File: src/rtl/hz_square_pkg.sv
`default_nettype none
// ============================================================================
// Module      : hz_square_pkg
// Description : Shared constants for the multi-channel square-wave test
//               generator: counter/amplitude widths, reset waveform (13 Hz at
//               50 MHz) and the config channel-select width helper.
// Revision    : 1.0 - initial release
// ============================================================================
package hz_square_pkg;

    localparam int          HZ_CLK_RATE   = 50000000;
    localparam int          HZ_CNT_W      = 26;
    localparam int          HZ_AMP_W      = 12;
    localparam int unsigned HZ_DEF_PERIOD = 3846153;
    localparam int unsigned HZ_DEF_HIGH   = 1923076;

    // Width of a channel-select field; never narrower than one bit.
    function automatic int hz_ch_width(input int n);
        return (n > 1) ? $clog2(n) : 1;
    endfunction

endpackage : hz_square_pkg
`default_nettype wire

File: src/rtl/hz_square_chan.sv
`default_nettype none
// ============================================================================
// Module      : hz_square_chan
// Description : One square-wave generator channel. Holds the period counter,
//               active and shadow period/high registers with a pending flag,
//               and the registered pulse / edge / wrap / level outputs.
//               New settings only take effect at a period wrap (or at once
//               when the channel is disabled), so the waveform never glitches.
// Revision    : 1.0 - initial release
// ============================================================================
module hz_square_chan
    import hz_square_pkg::*;
#(
    parameter int          CNT_W      = HZ_CNT_W,
    parameter int          AMP_W      = HZ_AMP_W,
    parameter int unsigned DEF_PERIOD = HZ_DEF_PERIOD,
    parameter int unsigned DEF_HIGH   = HZ_DEF_HIGH
) (
    input  logic             clk,
    input  logic             rst,
    input  logic             pause,
    input  logic             wr_en,
    input  logic [CNT_W-1:0] wr_period,
    input  logic [CNT_W-1:0] wr_high,
    output logic             pending,
    output logic             pulse,
    output logic             edge_strobe,
    output logic             wrap,
    output logic [AMP_W-1:0] level
);

    localparam logic [CNT_W-1:0] C_DEF_PERIOD = CNT_W'(DEF_PERIOD);
    localparam logic [CNT_W-1:0] C_DEF_HIGH   = CNT_W'(DEF_HIGH);

    logic [CNT_W-1:0] r_cnt;
    logic [CNT_W-1:0] r_period;
    logic [CNT_W-1:0] r_high;
    logic [CNT_W-1:0] r_sh_period;
    logic [CNT_W-1:0] r_sh_high;
    logic             r_pending;
    logic             r_pulse;
    logic             r_edge;
    logic             r_wrap;

    logic             w_enabled;
    logic [CNT_W-1:0] w_last;
    logic             w_at_end;
    logic             w_pulse_nxt;
    logic             w_load;
    logic             w_accept;

    // A period below 2 cannot toggle, so it is treated as "channel off".
    assign w_enabled   = (r_period >= CNT_W'(2));
    assign w_last      = r_period - CNT_W'(1);
    assign w_at_end    = w_enabled && (r_cnt == w_last);
    assign w_pulse_nxt = w_enabled && (r_cnt < r_high);
    // Shadow settings land on a wrap, or on any active cycle of an off channel.
    assign w_load      = !pause && r_pending && (w_at_end || !w_enabled);
    // Only one outstanding write per channel; the top already gates this.
    assign w_accept    = wr_en && !r_pending;

    // Period counter plus active/shadow settings and the pending handshake.
    always_ff @(posedge clk or posedge rst) begin
        if (rst) begin
            r_cnt       <= '0;
            r_period    <= C_DEF_PERIOD;
            r_high      <= C_DEF_HIGH;
            r_sh_period <= C_DEF_PERIOD;
            r_sh_high   <= C_DEF_HIGH;
            r_pending   <= 1'b0;
        end else begin
            if (!pause) begin
                if (!w_enabled || w_at_end) begin
                    r_cnt <= '0;
                end else begin
                    r_cnt <= r_cnt + CNT_W'(1);
                end
            end
            if (w_load) begin
                r_period <= r_sh_period;
                r_high   <= r_sh_high;
            end
            // Accept and load are exclusive: accept needs pending low, load high.
            if (w_accept) begin
                r_sh_period <= wr_period;
                r_sh_high   <= wr_high;
                r_pending   <= 1'b1;
            end else if (w_load) begin
                r_pending   <= 1'b0;
            end
        end
    end

    // Registered waveform outputs; pause freezes pulse and silences strobes.
    always_ff @(posedge clk or posedge rst) begin
        if (rst) begin
            r_pulse <= 1'b0;
            r_edge  <= 1'b0;
            r_wrap  <= 1'b0;
        end else if (pause) begin
            r_edge  <= 1'b0;
            r_wrap  <= 1'b0;
        end else begin
            r_pulse <= w_pulse_nxt;
            r_edge  <= w_pulse_nxt ^ r_pulse;
            r_wrap  <= w_at_end;
        end
    end

    assign pending     = r_pending;
    assign pulse       = r_pulse;
    assign edge_strobe = r_edge;
    assign wrap        = r_wrap;
    assign level       = {AMP_W{r_pulse}};

endmodule : hz_square_chan
`default_nettype wire

File: src/rtl/hz_square_multi.sv
`default_nettype none
// ============================================================================
// Module      : hz_square_multi
// Description : Multi-channel programmable square-wave test-signal generator.
//               Decodes config writes to per-channel generators and muxes the
//               selected channel's pending flag onto cfg_ready. Writes to a
//               channel index past the last channel are accepted and dropped.
//               "edge" is a reserved word, so the transition strobe port is
//               named edge_strobe.
// Revision    : 1.0 - initial release
// ============================================================================
module hz_square_multi
    import hz_square_pkg::*;
#(
    parameter int          CHANNELS   = 2,
    parameter int          CNT_W      = HZ_CNT_W,
    parameter int          AMP_W      = HZ_AMP_W,
    parameter int unsigned DEF_PERIOD = HZ_DEF_PERIOD,
    parameter int unsigned DEF_HIGH   = HZ_DEF_HIGH
) (
    input  logic                                         clk,
    input  logic                                         rst,
    input  logic                                         pause,
    input  logic                                         cfg_valid,
    output logic                                         cfg_ready,
    input  logic [((CHANNELS > 1) ? $clog2(CHANNELS) : 1)-1:0] cfg_ch,
    input  logic [CNT_W-1:0]                             cfg_period,
    input  logic [CNT_W-1:0]                             cfg_high,
    output logic [CHANNELS-1:0]                          pulse,
    output logic [CHANNELS*AMP_W-1:0]                    level,
    output logic [CHANNELS-1:0]                          edge_strobe,
    output logic [CHANNELS-1:0]                          wrap
);

    localparam int CH_W = hz_ch_width(CHANNELS);

    logic [CHANNELS-1:0] w_pending;
    logic [CHANNELS-1:0] w_wr;
    logic                w_ready;

    // Config decode: ready follows the addressed channel's pending flag.
    always_comb begin
        w_ready = 1'b1;
        w_wr    = '0;
        for (int i = 0; i < CHANNELS; i++) begin
            if (cfg_ch == CH_W'(i)) begin
                w_ready = ~w_pending[i];
                w_wr[i] = cfg_valid & ~w_pending[i];
            end
        end
    end

    assign cfg_ready = w_ready;

    generate
        for (genvar g = 0; g < CHANNELS; g++) begin : g_chan
            hz_square_chan #(
                .CNT_W      (CNT_W),
                .AMP_W      (AMP_W),
                .DEF_PERIOD (DEF_PERIOD),
                .DEF_HIGH   (DEF_HIGH)
            ) u_chan (
                .clk         (clk),
                .rst         (rst),
                .pause       (pause),
                .wr_en       (w_wr[g]),
                .wr_period   (cfg_period),
                .wr_high     (cfg_high),
                .pending     (w_pending[g]),
                .pulse       (pulse[g]),
                .edge_strobe (edge_strobe[g]),
                .wrap        (wrap[g]),
                .level       (level[g*AMP_W +: AMP_W])
            );
        end
    endgenerate

endmodule : hz_square_multi
`default_nettype wire

File: config.mk
export PLATFORM = sky130hd
export DESIGN_NAME = hz_square_multi
export DESIGN_NICKNAME = d
export VERILOG_FILES = /design/src/rtl/hz_square_pkg.sv /design/src/rtl/hz_square_chan.sv /design/src/rtl/hz_square_multi.sv
export SDC_FILE = /design/constraint.sdc
export NUM_CORES = 1
export LEC_CHECK = 0
export CORE_UTILIZATION = 40
export DETAILED_ROUTE_END_ITERATION = 7
export GPL_TIMING_DRIVEN = 0
export PLACE_DENSITY = 0.59
export SETUP_SLACK_MARGIN = 0.4
export SYNTH_ARGS = -nofsm -noshare
export SYNTH_HDL_FRONTEND = slang
export SYNTH_SLANG_ARGS = --single-unit
export TNS_END_PERCENT = 30
File: constraint.sdc
create_clock -name clk -period 10.8 [get_ports clk]
set_input_delay 2.16 -clock clk [delete_from_list [all_inputs] [get_ports clk]]
set_output_delay 2.16 -clock clk [all_outputs]
set_load 0.01 [all_outputs]
---- Yosys cells after proc, flatten, opt, wreduce, memory -nomap -nowiden ----
Index checks and enable logic that the tools add are counted.
storage, ports and cells
  bits in registers ....................... 268
  input bits .............................. 57
  output and inout port bits .............. 31
cells by class
  $add $sub $neg .......................... 4
  magnitude comparators ................... 4
  equal/unequal tests ..................... 2
  muxes and demuxes ....................... 13
  bitwise logic cells ..................... 6
  reduce and logical (&&, ||, !) cells .... 19
operators with widths
  operator                 count
  $add A26 B1 Y26 const B  2
  $eq A26 B26 Y1           2
  $ge A26 B2 Y1 const B    2
  $lt A26 B26 Y1           2
  $mux W26                 2
  $sub A26 B1 Y26 const B  2
  $mux W1                  11
  $logic_and A1 B1 Y1      10
  $logic_not A1 Y1         5
  $reduce_bool A2 Y1       2
  $and A1 B1 Y1            2
  $logic_or A1 B1 Y1       2
  $not A1 Y1               2
  $xor A1 B1 Y1            2

---- Logic depth before layout (Yosys ltp) ----
  word-level depth ........................ 7
  mapped depth ............................ 13

---- Hierarchy ----
From an unflattened synthesis, not the netlist that was laid out.
unflattened totals
  cells, all modules ...................... 1308
  area total of the unflattened synthesis .. 14859.3 um^2
by module, submodules not included
  module                             times used  cells each  area each (um^2)
  hz_square_chan (g_chan[1].u_chan)  1           658         7425.9
  hz_square_chan (g_chan[0].u_chan)  1           647         7407.1
  hz_square_multi                    1           3           26.3

---- Worst setup path before layout ----
OpenSTA, ideal clock, no wires.
  path type ............................... input-to-output
  start point ............................. input port cfg_ch
  end point ............................... output port cfg_ready
  arrival ................................. 2418 ps
  data required time ...................... 8640 ps
  slack ................................... 6222 ps
  stages on the path ...................... 1
  buffers on the path ..................... 0
  path through ............................ mux2i_1
on the way
  cells in the longest elaborated chain, start to end .. 1
ends and longest elaborated chain
  item             RTL line               text
  start, declared  hz_square_multi.sv:26  input logic [((CHANNELS > 1) ? $clog2(CHANNELS) : 1)-1:0] cfg_ch,
  $mux W1          hz_square_multi.sv:46  if (cfg_ch == CH_W'(i)) begin
  end, declared    hz_square_multi.sv:25  output logic cfg_ready,
No other way between the ends.

---- Worst setup path after layout ----
Ends and elaborated chain as after synthesis.

==> flow_summary.yaml <==
clock_tree:
  cts_setup_buffers: 0
  numCtsBuffers: 30
  cts_sinks: 268
  clockRootBuffer: "clkbuf_16"
  cts_tree: "yes"
  cts.clk_slew.worst_paths_ns: 0.06
  cts_max_path_buffers: 3
  cts_hold_buf: 0
  htreeDepth: 1
  cts_resized: 0
  clk_latency_ns: 0.55
critical_path:
  worstSetupPathType: "in2out"
  end_kind: "primary output"
  crit_end: "cfg_ready"
  required_ns: 8.64
  cp.depth: 3
  cp_max_fo: 3
  crit_start: "cfg_ch"
  critPathBufInv: 2
  r2r_cells: 12
  r2r_end: "g_chan[0].u_chan.r_high[1]"
  r2r-start: "g_chan[0].u_chan.r_period[1]"
  start_kind: "input port"
  crit_arrival_ns: 3.63
  critical-path-max-stage-delay_ns: 0.59
  crit_path_top_delay_cell: "clkdlybuf4s50_1"
  crit_path_cell_trace: "clkdlybuf4s50_1 -> mux2i_1 -> clkdlybuf4s50_1"
  crit_path_frequent_cell: "clkdlybuf4s50_1"
  worst-r2r-setup-slack_ns: 6.67
  critical_path.top_delay_family: "buffers and inverters"
sta:
  fin_crit_sh_pct: 53.6
  max_freq_ghz: 0.173
  rsz0062_at_grt: "false"
  finalClockSkew_ns: 0.0193
  setup_violations: 0
  min_period_ns: 5.79
  worstMarginPinSlew_ns: 0.791
  max_slew_margin_pct: 47.3
  hold_viol_final: 0
  slew_violations: 0
  tns_ns: 0
finish:
  fin_util_pct: 47.8
  final_area_sq_um: 17000
  seqCellArea_sq_um: 6790
  multiInputGateArea_sq_um: 6890
  fill_cells: 3240
  fin_cells: 1861
  n_antenna_cell: 0
  nets: 1489
  areaGrowthSynthToFinish_pct: 17.3
  drive_above_1_share_pct: 27.3
placement:
  dp_hpwl_um: 26700
  gp_congestion: 0.895
  dp_cells: 1805
  port_buffers: 87
  placed_area_sq_um: 16000
routing:
  wl_um: 34900
  firstDrtPassIters: 5
  drc: 0
  vias: 9726
  vias_per_cell: 5.23
  wl_per_cell_um: 18.7
  ant_nets: 0
  initialDrtViolationCount: 489
job:
  maxCapViolations: 0
global_route:
  grt_max_degree: 126
  antenna_found_initial: 1
  grt_pass1_wl_um: 55600
  grt_overflow: 0
  grt_usage_pct: 19.5
  grt_pass1_vias: 9819
logic_synthesis:
  muxShareOfSynthArea_pct: 16.9
  yosys.area.top_type_share_pct: 34.6
  synth_area_leaders: "dfrtp_1 35%, dfstp_2 12%, mux2_2 11%"
  yosys.cell_types.count: 72
  synth_simple_gate_area_share_pct: 12.7
  synth_flop_cell: "dfrtp_1"
  synth_xor_xnor_area_share_pct: 6.53
  synth_commonest_cells: "200 x dfrtp_1, 144 x mux2_2, 71 x inv_1"
  yosys_warnings: 0
  synth_seq_cells: 268
  ys_seq_area_share_pct: 46.9
  synthArstFlopShare_pct: 100
  synth.avg_cell_area_sq_um: 11.5
  synth_most_common_cell: "dfrtp_1"
  synthCells: 1255
  synth_compound_area_share_pct: 6.51
  synth_top_area_cell: "dfrtp_1"
  syn_area_sq_um: 14500
  syn_nets: 1368
  synth_edf_count: 0
  synth_top_family_by_area: "multiplexers"
  synth_fa_ha_area_share_pct: 4.84
power:
  p_leak_nw: 7.28
  powerDensity_nw_per_um2: 244
  ir_worst_vdd_mv: 0.146
  total_power_mw: 4.15
die:
  core_sq_um: 35600
  die_h_um: 192
  die_area_sq_um: 37000
  rows: 69
  ios: 88
  dieWidth_um: 192
  initial_utilization_pct: 40.7
run_status:
  status: "completed"
hold_path:
  min_path_type: "reg2reg"
-- through the flow --
stage | hold WS (ns) | setup WS [ns]
after global routing | 0.516 | 4.98
after global placement | 0.473 | -2.21
after CTS | 0.500 | 4.96
after detailed placement | 0.466 | 4.96
final | 0.490 | 5.01
after floorplan | 0.446 | 1.37
-- kinds of logic after synthesis --
logic type,Yosys count
xor+xnor,108
flops,268
buf+inv,150
fa+ha+maj,56
compound gates,132
mux,203
simple gates,338
-- worst min-delay path by stage --
| stage | startpoint | endpoint | slack [ns] | cells after the start |
|---|---|---|---|---|
| after floorplan | g_chan[0].u_chan.r_sh_period[19] | g_chan[0].u_chan.r_period[19] | 0.45 | 2 |
| after global placement | g_chan[0].u_chan.r_sh_high[25] | g_chan[0].u_chan.r_high[25] | 0.47 | 1 |
| after detailed placement | g_chan[0].u_chan.r_sh_high[25] | g_chan[0].u_chan.r_high[25] | 0.47 | 1 |
| after CTS | g_chan[0].u_chan.r_sh_period[19] | g_chan[0].u_chan.r_period[19] | 0.50 | 2 |
| after global routing | g_chan[1].u_chan.r_sh_period[16] | g_chan[1].u_chan.r_period[16] | 0.52 | 1 |
| final | g_chan[0].u_chan.r_sh_period[19] | g_chan[0].u_chan.r_period[19] | 0.49 | 2 |
-- power by group --
| group | switching [mW] | total (mW) | internal [mW] |
|---|---|---|---|
| clock | 0.409 | 1.02 | 0.609 |
| sequential | 0.313 | 1.74 | 1.42 |
| combinational | 0.635 | 1.39 | 0.759 |
| total | 1.36 | 4.15 | 2.79 |
-- tightest hold or removal path, cell delays in order, from the launching register on --
cell and delay (ns):
dfstp_2 0.36, inv_1 0.07, o2bb2ai_1 0.06
-- final cells by class --
type	instances	area share (%)
Clock inverter	17	0.980
Buffer	79	3.16
Multi-Input combinational cell	837	40.6
Clock buffer	39	4.86
Timing Repair Buffer	89	5.45
Sequential cell	268	40.0
Inverter	71	1.61
Tap cell	461	3.40
-- registers in the layout, indices dropped and copies added, names as in the netlist --
| signal | count |
|---|---|
| g_chan.u_chan.r_cnt | 52 |
| g_chan.u_chan.wrap | 2 |
| g_chan.u_chan.r_sh_high | 52 |
| g_chan.u_chan.r_high | 52 |
| g_chan.u_chan.pulse | 2 |
| g_chan.u_chan.pending | 2 |
| g_chan.u_chan.r_sh_period | 52 |
| g_chan.u_chan.r_period | 52 |
| g_chan.u_chan.edge_strobe | 2 |
-- layer usage --
metal | global-route usage [%] | wire length, um | part of all wire, %
met2 | 33.5 | 17400 | 50
met1 | 25.6 | 15700 | 45
met3 | 2.58 | 977 | 2.8
met4 | 5.30 | 806 | 2.3
met5 | 0 | 0 | 0
-- cell usage in the layout (no fill, tap or decap), drive strengths merged, types with 13 or more instances in the layout --
master         count
a21oi             21
buf               49
clkbuf            71
clkdlybuf4s50     87
clkinv            13
dfrtp            200
dfstp             68
ha                56
inv               71
mux2             197
nand2             45
nand3             36
nand4             25
nor2              67
nor2b             14
nor3              57
nor4              21
o21ai             34
or3               13
xnor2             66
xor2              42
(Power assumes the default switching activity.)
